**src/rtl/map_arbiter.sv**
```systemverilog
// map_arbiter: shares one map_rom between wall_tracer (port A) and map_overlay (port B).
//
// Each access is two cycles: IDLE registers the winning address onto o_map_col/o_map_row,
// FETCH samples the combinational ROM output, and the ack cycle (an IDLE cycle) presents
// x_ack=1 with x_val. Overlay (B) wins contested cycles unless the tracer has waited
// MAX_WAIT or more cycles.
//
// Ports:
//   clk, reset_n           clock, asynchronous active-low reset
//   frame_start            vsync pulse; clears wait counter and statistics
//   a_req/a_col/a_row      tracer request and address (hold until a_ack)
//   a_ack/a_val            tracer ack pulse and held map value
//   b_req/b_col/b_row      overlay request and address (hold until b_ack)
//   b_ack/b_val            overlay ack pulse and held map value
//   o_map_col/o_map_row    registered address to map_rom
//   i_map_val              combinational map_rom output
//   o_busy                 high while in FETCH
//   o_conflicts            contested IDLE-cycle count, saturating at 255
//
// Build option: define MAP_ARB_STATS_EN to add o_conflicts and its counter.
module map_arbiter #(
  parameter int unsigned MAP_WIDTH_BITS  = 4,
  parameter int unsigned MAP_HEIGHT_BITS = 4,
  parameter int unsigned MAX_WAIT        = 4
) (
  input  logic                       clk,
  input  logic                       reset_n,
  input  logic                       frame_start,
  input  logic                       a_req,
  input  logic [MAP_WIDTH_BITS-1:0]  a_col,
  input  logic [MAP_HEIGHT_BITS-1:0] a_row,
  output logic                       a_ack,
  output logic                       a_val,
  input  logic                       b_req,
  input  logic [MAP_WIDTH_BITS-1:0]  b_col,
  input  logic [MAP_HEIGHT_BITS-1:0] b_row,
  output logic                       b_ack,
  output logic                       b_val,
  output logic [MAP_WIDTH_BITS-1:0]  o_map_col,
  output logic [MAP_HEIGHT_BITS-1:0] o_map_row,
  input  logic                       i_map_val,
`ifdef MAP_ARB_STATS_EN
  output logic [7:0]                 o_conflicts,
`endif
  output logic                       o_busy
);

  typedef enum logic [0:0] {StIdle, StFetch} state_e;

  state_e     state_q;
  logic       gnt_b_q;  // port owning the current FETCH (1 = B)
  logic [3:0] wait_q;

  logic pick_a, pick_b, a_starved, a_inc;

  // B wins a contested cycle unless A has starved long enough.
  always_comb begin
    a_starved = 32'(wait_q) >= MAX_WAIT;
    pick_b    = b_req && !(a_req && a_starved);
    pick_a    = a_req && !pick_b;
    // A is waiting whenever it requests but is neither being granted nor being served.
    if (state_q == StIdle) a_inc = a_req && !pick_a;
    else                   a_inc = a_req && gnt_b_q;
  end

  assign o_busy = (state_q == StFetch);

  always_ff @(posedge clk or negedge reset_n) begin
    if (!reset_n) begin
      state_q   <= StIdle;
      gnt_b_q   <= 1'b0;
      wait_q    <= 4'd0;
      a_ack     <= 1'b0;
      a_val     <= 1'b0;
      b_ack     <= 1'b0;
      b_val     <= 1'b0;
      o_map_col <= '0;
      o_map_row <= '0;
`ifdef MAP_ARB_STATS_EN
      o_conflicts <= 8'd0;
`endif
    end else begin
      a_ack <= 1'b0;
      b_ack <= 1'b0;

      if (frame_start) begin
        wait_q <= 4'd0;
      end else if (state_q == StIdle && pick_a) begin
        wait_q <= 4'd0;
      end else if (a_inc && wait_q != 4'd15) begin
        wait_q <= wait_q + 4'd1;
      end

`ifdef MAP_ARB_STATS_EN
      if (frame_start) begin
        o_conflicts <= 8'd0;
      end else if (state_q == StIdle && a_req && b_req && o_conflicts != 8'd255) begin
        o_conflicts <= o_conflicts + 8'd1;
      end
`endif

      case (state_q)
        StIdle: begin
          if (a_req || b_req) begin
            gnt_b_q   <= pick_b;
            o_map_col <= pick_b ? b_col : a_col;
            o_map_row <= pick_b ? b_row : a_row;
            state_q   <= StFetch;
          end
        end
        StFetch: begin
          // The ack is issued even if the requester dropped req mid-fetch.
          if (gnt_b_q) begin
            b_val <= i_map_val;
            b_ack <= 1'b1;
          end else begin
            a_val <= i_map_val;
            a_ack <= 1'b1;
          end
          state_q <= StIdle;
        end
      endcase
    end
  end

endmodule
```
**config.mk**
```make
export PLATFORM = sky130hd
export DESIGN_NAME = map_arbiter
export DESIGN_NICKNAME = d
export VERILOG_FILES = /design/src/rtl/map_arbiter.sv
export SDC_FILE = /design/constraint.sdc
export NUM_CORES = 1
export LEC_CHECK = 0
export ABC_AREA = 1
export ABC_CLOCK_PERIOD_IN_PS = 1700
export CORE_MARGIN = 8
export CORE_UTILIZATION = 29
export CTS_BUF_LIST = sky130_fd_sc_hd__clkbuf_16
export DETAILED_ROUTE_END_ITERATION = 6
export MAX_ROUTING_LAYER = met4
export PLACE_DENSITY_LB_ADDON = 0.3
export SETUP_SLACK_MARGIN = 0.05
export SYNTH_ARGS = -nofsm -noshare
export SYNTH_HDL_FRONTEND = slang
export SYNTH_SLANG_ARGS = --single-unit
```
**constraint.sdc**
```tcl
create_clock -name clk -period 1.7 [get_ports clk]
set_input_delay 0.425 -clock clk [delete_from_list [all_inputs] [get_ports clk]]
set_output_delay 0.425 -clock clk [all_outputs]
set_load 0.03 [all_outputs]
```
-- After elaboration in Yosys (flattened, before gate mapping)
Index checks and enable logic that the tools add are counted.
- $add $sub $neg: 1
- magnitude comparators: 1
- equal/unequal tests: 1
- muxes and demuxes: 12
- bitwise gates (word level): 2
- reductions and logical operators: 15
- operators with widths (cell ; count):
    2-to-1 mux 4 bit ; 5
    logical AND 1 bit ; 7
    2-to-1 mux 1 bit ; 6
    AND reduction 2 bit ; 3
    adder 4 x 1 -> 4 bit (second input constant) ; 1
    >= comparator 4 x 3 -> 1 bit (second input constant) ; 1
    inequality test 4 bit (second input constant) ; 1
    zero test 1 bit ; 3
    nonzero test 3 bit ; 1
    NOT 1 bit ; 2
    one-hot mux 1 bit (2 select lines) ; 1
    logical OR 1 bit ; 1
- flip-flop bits (word level): 18
- output and inout bits: 13

-- Depth between registers and ports, before layout
Gate-level depths: netlist of the first run.
- depth in word-level cells: 13
- gate-level depth with buffers: 6
- mapped depth without buffers: 6

-- Least setup slack after synthesis of the first run
Ideal clock, no wire load.
- path type: flip-flop to flip-flop
- from: register state_q (netlist: o_busy)
- to: register gnt_b_q
- setup time: 0.142 ns
- data arrival time: 1.024 ns
- data required time: 1.558 ns
- path slack: 0.534 ns
- cell stages (with the launch flop): 5
- path buffers: 0
- period minus slack after synthesis: 1.166 ns
- cells stage by stage: dfrtp_1 -> nor2_4 -> inv_2 -> nand2_1 -> o21ai_1
- longest elaborated chain between the ends: 2
- RTL lines (element ; RTL line ; RTL):
    from (decl) ; 50 ; state_e state_q;
    from (signal assigned) ; 70 ; state_q <= StIdle;
    from (signal assigned) ; 108 ; state_q <= StFetch;
    from (signal assigned) ; 120 ; state_q <= StIdle;
    NOT 1 bit ; -- ;
    AND reduction 2 bit (no line) ; -- ;
    to (signal assigned) ; 105 ; gnt_b_q <= pick_b;
    to (decl) ; 51 ; logic gnt_b_q;
Every way passes these cells.
A chain may end at the register's enable or synchronous reset.

-- Worst setup path in the final report of the first run
- from: input a_req
- to: register wait_q[3]
- longest elaborated chain between the ends: 10
- elaborated cells on any way between the ends: 14
- classes of those cells: mux: 3; reduce/logical: 11
- RTL lines (element ; RTL line ; RTL):
    from (decl) ; 29 ; input logic a_req,
    logical AND 1 bit ; 59 ; pick_b = b_req && !(a_req && a_starved);
    zero test 1 bit ; 59 ;
    logical AND 1 bit ; 59 ;
    zero test 1 bit ; 60 ; pick_a = a_req && !pick_b;
    logical AND 1 bit ; 60 ;
    zero test 1 bit ; 62 ; if (state_q == StIdle) a_inc = a_req && !pick_a;
    logical AND 1 bit ; 62 ;
    2-to-1 mux 1 bit ; 62 ;
    logical AND 1 bit ; 90 ; end else if (a_inc && wait_q != 4'd15) begin
    nonzero test 3 bit (no line) ; -- ;
    to (signal assigned) ; 91 ; wait_q <= wait_q + 4'd1;
    to (decl) ; 52 ; logic [3:0] wait_q;
Several ways; a longest one is shown, not always the timed one.

==> impl_metrics.toml, run 1 <==
[layout]
finish.net_count = 177
final_cell_mix = "nand2_1 (53), clkdlybuf4s50_1 (21), dfrtp_1 (18)"
drive_above_1_share_pct = 13.1
diodes = 0
top_regs = "o_map_col: 4 flops, o_map_row: 4 flops, wait_q: 4 flops"
area_growth_pct = 50.4
final_cells = 197
final_common_cell = "nand2_1"

[sta]
fmax_ghz = 0.692
hold_violations = 0
rsz0062_at_grt = "false"
setup_tns_ns = 0
timing.final.crit_share_pct = 85.0
hold_ws_ns = 0.483
worstMarginPinSlew_ns = 0.338
layout_setup_ws_ns = 0.256
fin_crit_ns = 1.44
final-setup-viol-count = 0
drv_slew = 0
slew_headroom_pct = 77.5
clock_skew_ns = 0.00338

[floorplanning]
io_pins = 35
rows = 20
dieArea_mm2 = 0.00523
initial_core_util_pct = 30.4
fp.dieH_um = 72.4
coreArea_mm2 = 0.00303
die_x_um = 72.4

[clocking]
h-tree-depth = 1
clkTransAtPathRegs_ns = 0.05
clkLatencyLatePin_ns = 0.24
cts-root-buf = "clkbuf_16"
cts_tree = "yes"
cts_max_path_buffers = 2
hold_buffers = 0
numCtsBuffers = 3
cts_sinks = 18

[critical_path]
r2r-start = "wait_q[2]"
worst_setup_path_end_kind = "flip-flop"
cp.required_ns = 1.88
crit_fanout = 7
crit_arrival_ns = 1.62
path_class = "in2reg"
critPathLaunchType = "primary input"
r2r-end = "o_map_col[0]"
rrSetupSlack_ns = 0.38
r2r_cells = 6

[grt]
grt_pass1_wl_um = 4110
antenna_found_initial = 0
grtUsageTotal_pct = 9.95
grt_pass1_vias = 894
grt_overflow = 0
grt_max_degree = 19

[routing]
vias_per_cell = 4.41
drt-initial-drc-count = 26
wl_met2_um = 1220
drt-total-wl_um = 2500
wl_per_cell_um = 12.7
ant_nets = 0
firstDrtPassIters = 4
wl_met3_um = 145
num_vias = 868
top_layer_used = "met4"
drcViolationCount = 0
wl_met1_um = 1120

[logic_synthesis]
synth_area_um2 = 921
ys_warn_count = 0
synth_fp_nets = 137
syn_inst = 114
synth_cell_types = 16
ys_seq_area_share_pct = 48.9
synth.avg_cell_area_um2 = 8.08
synth_seq_cells = 18

[run_status]
status = "complete, no violations"

[hold_path]
min_from = "o_map_col[3]"
holdPathEnd = "o_map_col[3]"
min_path_cells = 2
hold_class = "reg2reg"

[placement]
pre_cts_ws_ns = 0.00525
place_inst = 193
port_buffers = 34
hpwlAfterDp_um = 2010
place_congestion = 0.785

[power_and_ir_drop]
powerDensity_mw_per_mm2 = 1030
peakVddDrop_v = 0.000339
total_power_mw = 1.42
power.leakage_nw = 0.706

[job]
maxCapViolations = 0
[metal layers]
layer	GRT usage (%)	vias up
met5	-	-
met4	3.40	0
met3	2.34	2
met2	17.2	22
met1	10.9	405
li1	-	439
[synth_stat cells]
cell type	number	area share (%)
nor2_4	1	1.2
dfrtp_1	18	49
nor2_2	3	2.0
nor2_1	2	0.82
a21oi_4	1	1.8
ha_1	1	1.4
inv_2	3	1.2
o21ai_1	3	1.6
a21oi_2	2	1.9
nand2_4	3	3.7
buf_4	1	0.82
inv_1	7	2.9
nand3_1	13	7.1
nand2_1	53	22
o21ai_4	1	1.8
nand4_1	2	1.4
[power breakdown]
part | switching [mW] | leakage, nW | internal, mW
sequential | 0.0447 | 0.229 | 0.497
clock | 0.154 | 0.0385 | 0.312
combinational | 0.260 | 0.439 | 0.155
[logic make-up after synthesis]
logic type,share of synthesized area [%]
AND/OR/NAND/NOR,37.8
flip-flops,48.9
buffers and inverters,4.89
AO/OA/AOI/OAI,7.07
adder cells (fa/ha/maj),1.36
[repair_timing]
item,4_1_cts,5_1_grt
endpoints found under the setup margin,12,0
gates resized for setup,12,0
setup buffers,0,0
[critical path: stages]
cell and delay (ns):
clkdlybuf4s50_1 0.57, inv_2 0.08, a21oi_4 0.21, nand3_1 0.11, nand2_1 0.08, nand2_1 0.07, nor2_2 0.08
[per-stage QoR]
step           area, um2  util (%)
2_1_floorplan        921         -
3_5_place_dp        1320      43.6
3_3_place_gp        1320      43.6
5_1_grt             1390      45.7
6_report            1390      45.7
4_1_cts             1390      45.7
[layout make-up]
type | count | area [um2]
Clock buffer | 3 | 75.1
Fill cell | 303 | 1640
Timing Repair Buffer | 36 | 338
Clock inverter | 1 | 3.75
Sequential cell | 18 | 450
Multi-Input combinational cell | 85 | 425
Tap cell | 44 | 55.1
Inverter | 10 | 37.5
[how the worst max path moves through the flow]
stage                      start   endpoint  cells past startpoint
after floorplan           o_busy    gnt_b_q                      4
after global placement     a_req    gnt_b_q                      6
after detailed placement   a_req  wait_q[3]                      7
after CTS                 o_busy     o_busy                      1
after global routing       a_req    gnt_b_q                      6
final                      a_req  wait_q[3]                      7
Power figures use the tool's default switching activity.
==> inputs of run 2 (changes only) <==
--- a/config.mk
+++ b/config.mk
@@ -6,7 +6,7 @@
 export NUM_CORES = 1
 export LEC_CHECK = 0
 export ABC_AREA = 1
-export ABC_CLOCK_PERIOD_IN_PS = 1700
+export ABC_CLOCK_PERIOD_IN_PS = 1400
 export CORE_MARGIN = 8
 export CORE_UTILIZATION = 29
 export CTS_BUF_LIST = sky130_fd_sc_hd__clkbuf_16
==> constraint.sdc (replaced) <==
create_clock -name clk -period 1.4 [get_ports clk]
set_input_delay 0.35 -clock clk [delete_from_list [all_inputs] [get_ports clk]]
set_output_delay 0.35 -clock clk [all_outputs]
set_load 0.03 [all_outputs]
==> run 2 against run 1 <==
Compared with the run above:
- core utilization increased by 0.87 points
- critical path depth decreased by 6
- sequential share of layout area decreased by 0.52 points
- non-clock buffer count increased by 7
- worst hold slack got worse by 0.037 ns
- count of clock-buffer cells in the layout unchanged
- worst setup slack got worse by 0.17 ns
- sequential power increased by 22%
==> impl_metrics.toml, run 2 (same netlist as run 1, synthesis figures left out) <==
[critical_path]
r2r-end = "wait_q[3]"
r2r_cells = 6
crit_arrival_ns = 0.96
worst_setup_path_end_kind = "output port"
crit_buf_inv = 1
crit_path_max_incr_delay_ns = 0.39
crit_chain = "dlygate4sd2_1"
cp.required_ns = 1.05
r2r-start = "wait_q[0]"
critPathLaunchType = "flip-flop"
rrSetupSlack_ns = 0.20
crit_fanout = 1
critPathTopFamily = "buffers and inverters"
path_class = "reg2out"
slowest_stage = "dlygate4sd2_1"

[power_and_ir_drop]
cell_internal_pwr_mw = 1.19
clockPowerShare_pct = 32.4
p_comb_share_pct = 29.8
peakVddDrop_v = 0.000666
total_power_mw = 1.75
p_seq_share_pct = 37.7
powerDensity_mw_per_mm2 = 1240
power.leakage_nw = 0.731
netSwitchingPower_mw = 0.559
switching_share_pct = 32.0

[layout]
n_fill_cell = 317
top_regs = "o_map_col: 4 flops, o_map_row: 4 flops, wait_q: 4 flops"
final_common_cell = "nand2_1"
area_growth_pct = 53.3
final_cell_mix = "nand2_1 (53), clkdlybuf4s50_1 (20), dfrtp_1 (17)"
finish.net_count = 184
diodes = 0
drive_above_1_share_pct = 23.8
final_area_mm2 = 0.00141

[sta]
hold_ws_ns = 0.446
final-setup-viol-count = 0
worstMarginPinSlew_ns = 0.304
slew_headroom_pct = 79.8
rsz0062_at_grt = "false"
timing.final.crit_share_pct = 93.7
fmax_ghz = 0.762
fin_crit_ns = 1.31
clock_skew_ns = 0.00491
drv_slew = 0
setup_tns_ns = 0
hold_violations = 0

[clocking]
cts_tree = "yes"
cts-root-buf = "clkbuf_16"
h-tree-depth = 1
hold_buffers = 0
cts_max_path_buffers = 2
clkTransAtPathRegs_ns = 0.05
numCtsBuffers = 3
clkLatencyLatePin_ns = 0.25
cts_sinks = 18

[grt]
grtUsageTotal_pct = 10.2
grt_max_degree = 19
grt_pass1_vias = 978
antenna_found_initial = 0
grt_pass1_wl_um = 4220
grt_overflow = 0

[routing]
drt-initial-drc-count = 67
ant_nets = 0
firstDrtPassIters = 4
drcViolationCount = 0
wl_per_cell_um = 11.8
vias_per_cell = 4.41
drt-total-wl_um = 2400
num_vias = 900

[floorplanning]
fp.dieH_um = 72.4
die_x_um = 72.4
initial_core_util_pct = 30.4
rows = 20
dieArea_mm2 = 0.00523
coreArea_mm2 = 0.00303
io_pins = 35

[placement]
port_buffers = 34
placed_area_mm2 = 0.00135
hpwlAfterDp_um = 1870
place_congestion = 0.750

[run_status]
status = "complete, no violations"

[hold_path]
hold_class = "in2async"

[job]
maxCapViolations = 0
-- run 2: changes by cell type in the layout (fill, tap and decap cells not counted) --
| cell | before | now |
|---|---|---|
| dfrtp_1 | 18 | 17 |
| buf_4 | 3 | 13 |
| clkbuf_2 | 0 | 7 |
| clkdlybuf4s50_1 | 21 | 20 |
| dfrtp_2 | 0 | 1 |
| dlymetal6s2s_1 | 0 | 1 |
| dlygate4sd2_1 | 12 | 2 |
-- run 2: worst register-to-register path, stage by stage, from the launching register on --
cell and delay (ns):
dfrtp_1 0.40, ha_1 0.24, nand3_1 0.19, nand3_1 0.11, nand2_1 0.07, nand2_1 0.06, nor2_2 0.08
-- run 2: metal layers --
layer	vias to the layer above	GRT usage, %	part of all wire (%)
met5	-	-	0
met4	0	2.04	0.50
met3	2	4.55	7.7
met2	32	17.9	49
met1	413	10.3	43
li1	453	-	-
-- run 2: how the worst max path moves through the flow --
stage,endpoint,from,cells past startpoint,slack (ns)
2_1_floorplan,gnt_b_q,o_busy,4,0.23
3_5_place_dp,wait_q[3],a_req,7,-0.18
6_report,a_ack,a_ack,1,0.09
4_1_cts,o_map_col[2],o_map_col[2],1,0.03
3_3_place_gp,o_map_row[0],a_req,7,-0.16
5_1_grt,a_ack,a_ack,1,0.05
-- run 2: power by group through the flow --
stage / clock [mW] / sequential, mW / combinational (mW)
floorplan: 0 / 0.807 / 0.151
global placement: 0 / 0.662 / 0.565
detailed placement: 0 / 0.667 / 0.571
CTS: 0.583 / 0.659 / 0.546
global route: 0.602 / 0.670 / 0.566
finish: 0.566 / 0.659 / 0.521
-- run 2: final cells by class --
cell class                      count  area (um2)  area share, %
Multi-Input combinational cell     85         425           30.1
Tap cell                           44        55.1           3.90
Inverter                           10        37.5           2.66
Timing Repair Buffer               43         363           25.7
Clock inverter                      1        3.75          0.266
Sequential cell                    18         452           32.0
Clock buffer                        3        75.1           5.32
-- run 2: per-stage QoR --
step / std cells / utilization (%) / setup slack, ns
CTS: 202 / 47.1 / 0.0254
detailed placement: 198 / 44.6 / -0.177
finish: 204 / 46.6 / 0.0884
floorplan: 114 / - / 0.234
global placement: 198 / 44.6 / -0.162
global route: 204 / 46.6 / 0.0543
-- run 2: what timing repair did --
action                                  4_1_cts  5_1_grt
pin swaps                                     0        1
buffers inserted                              0        2
endpoints found under the setup margin       10       19
resized for setup                            15       10
endpoints found under the hold margin         0        0
cloned                                        0        0
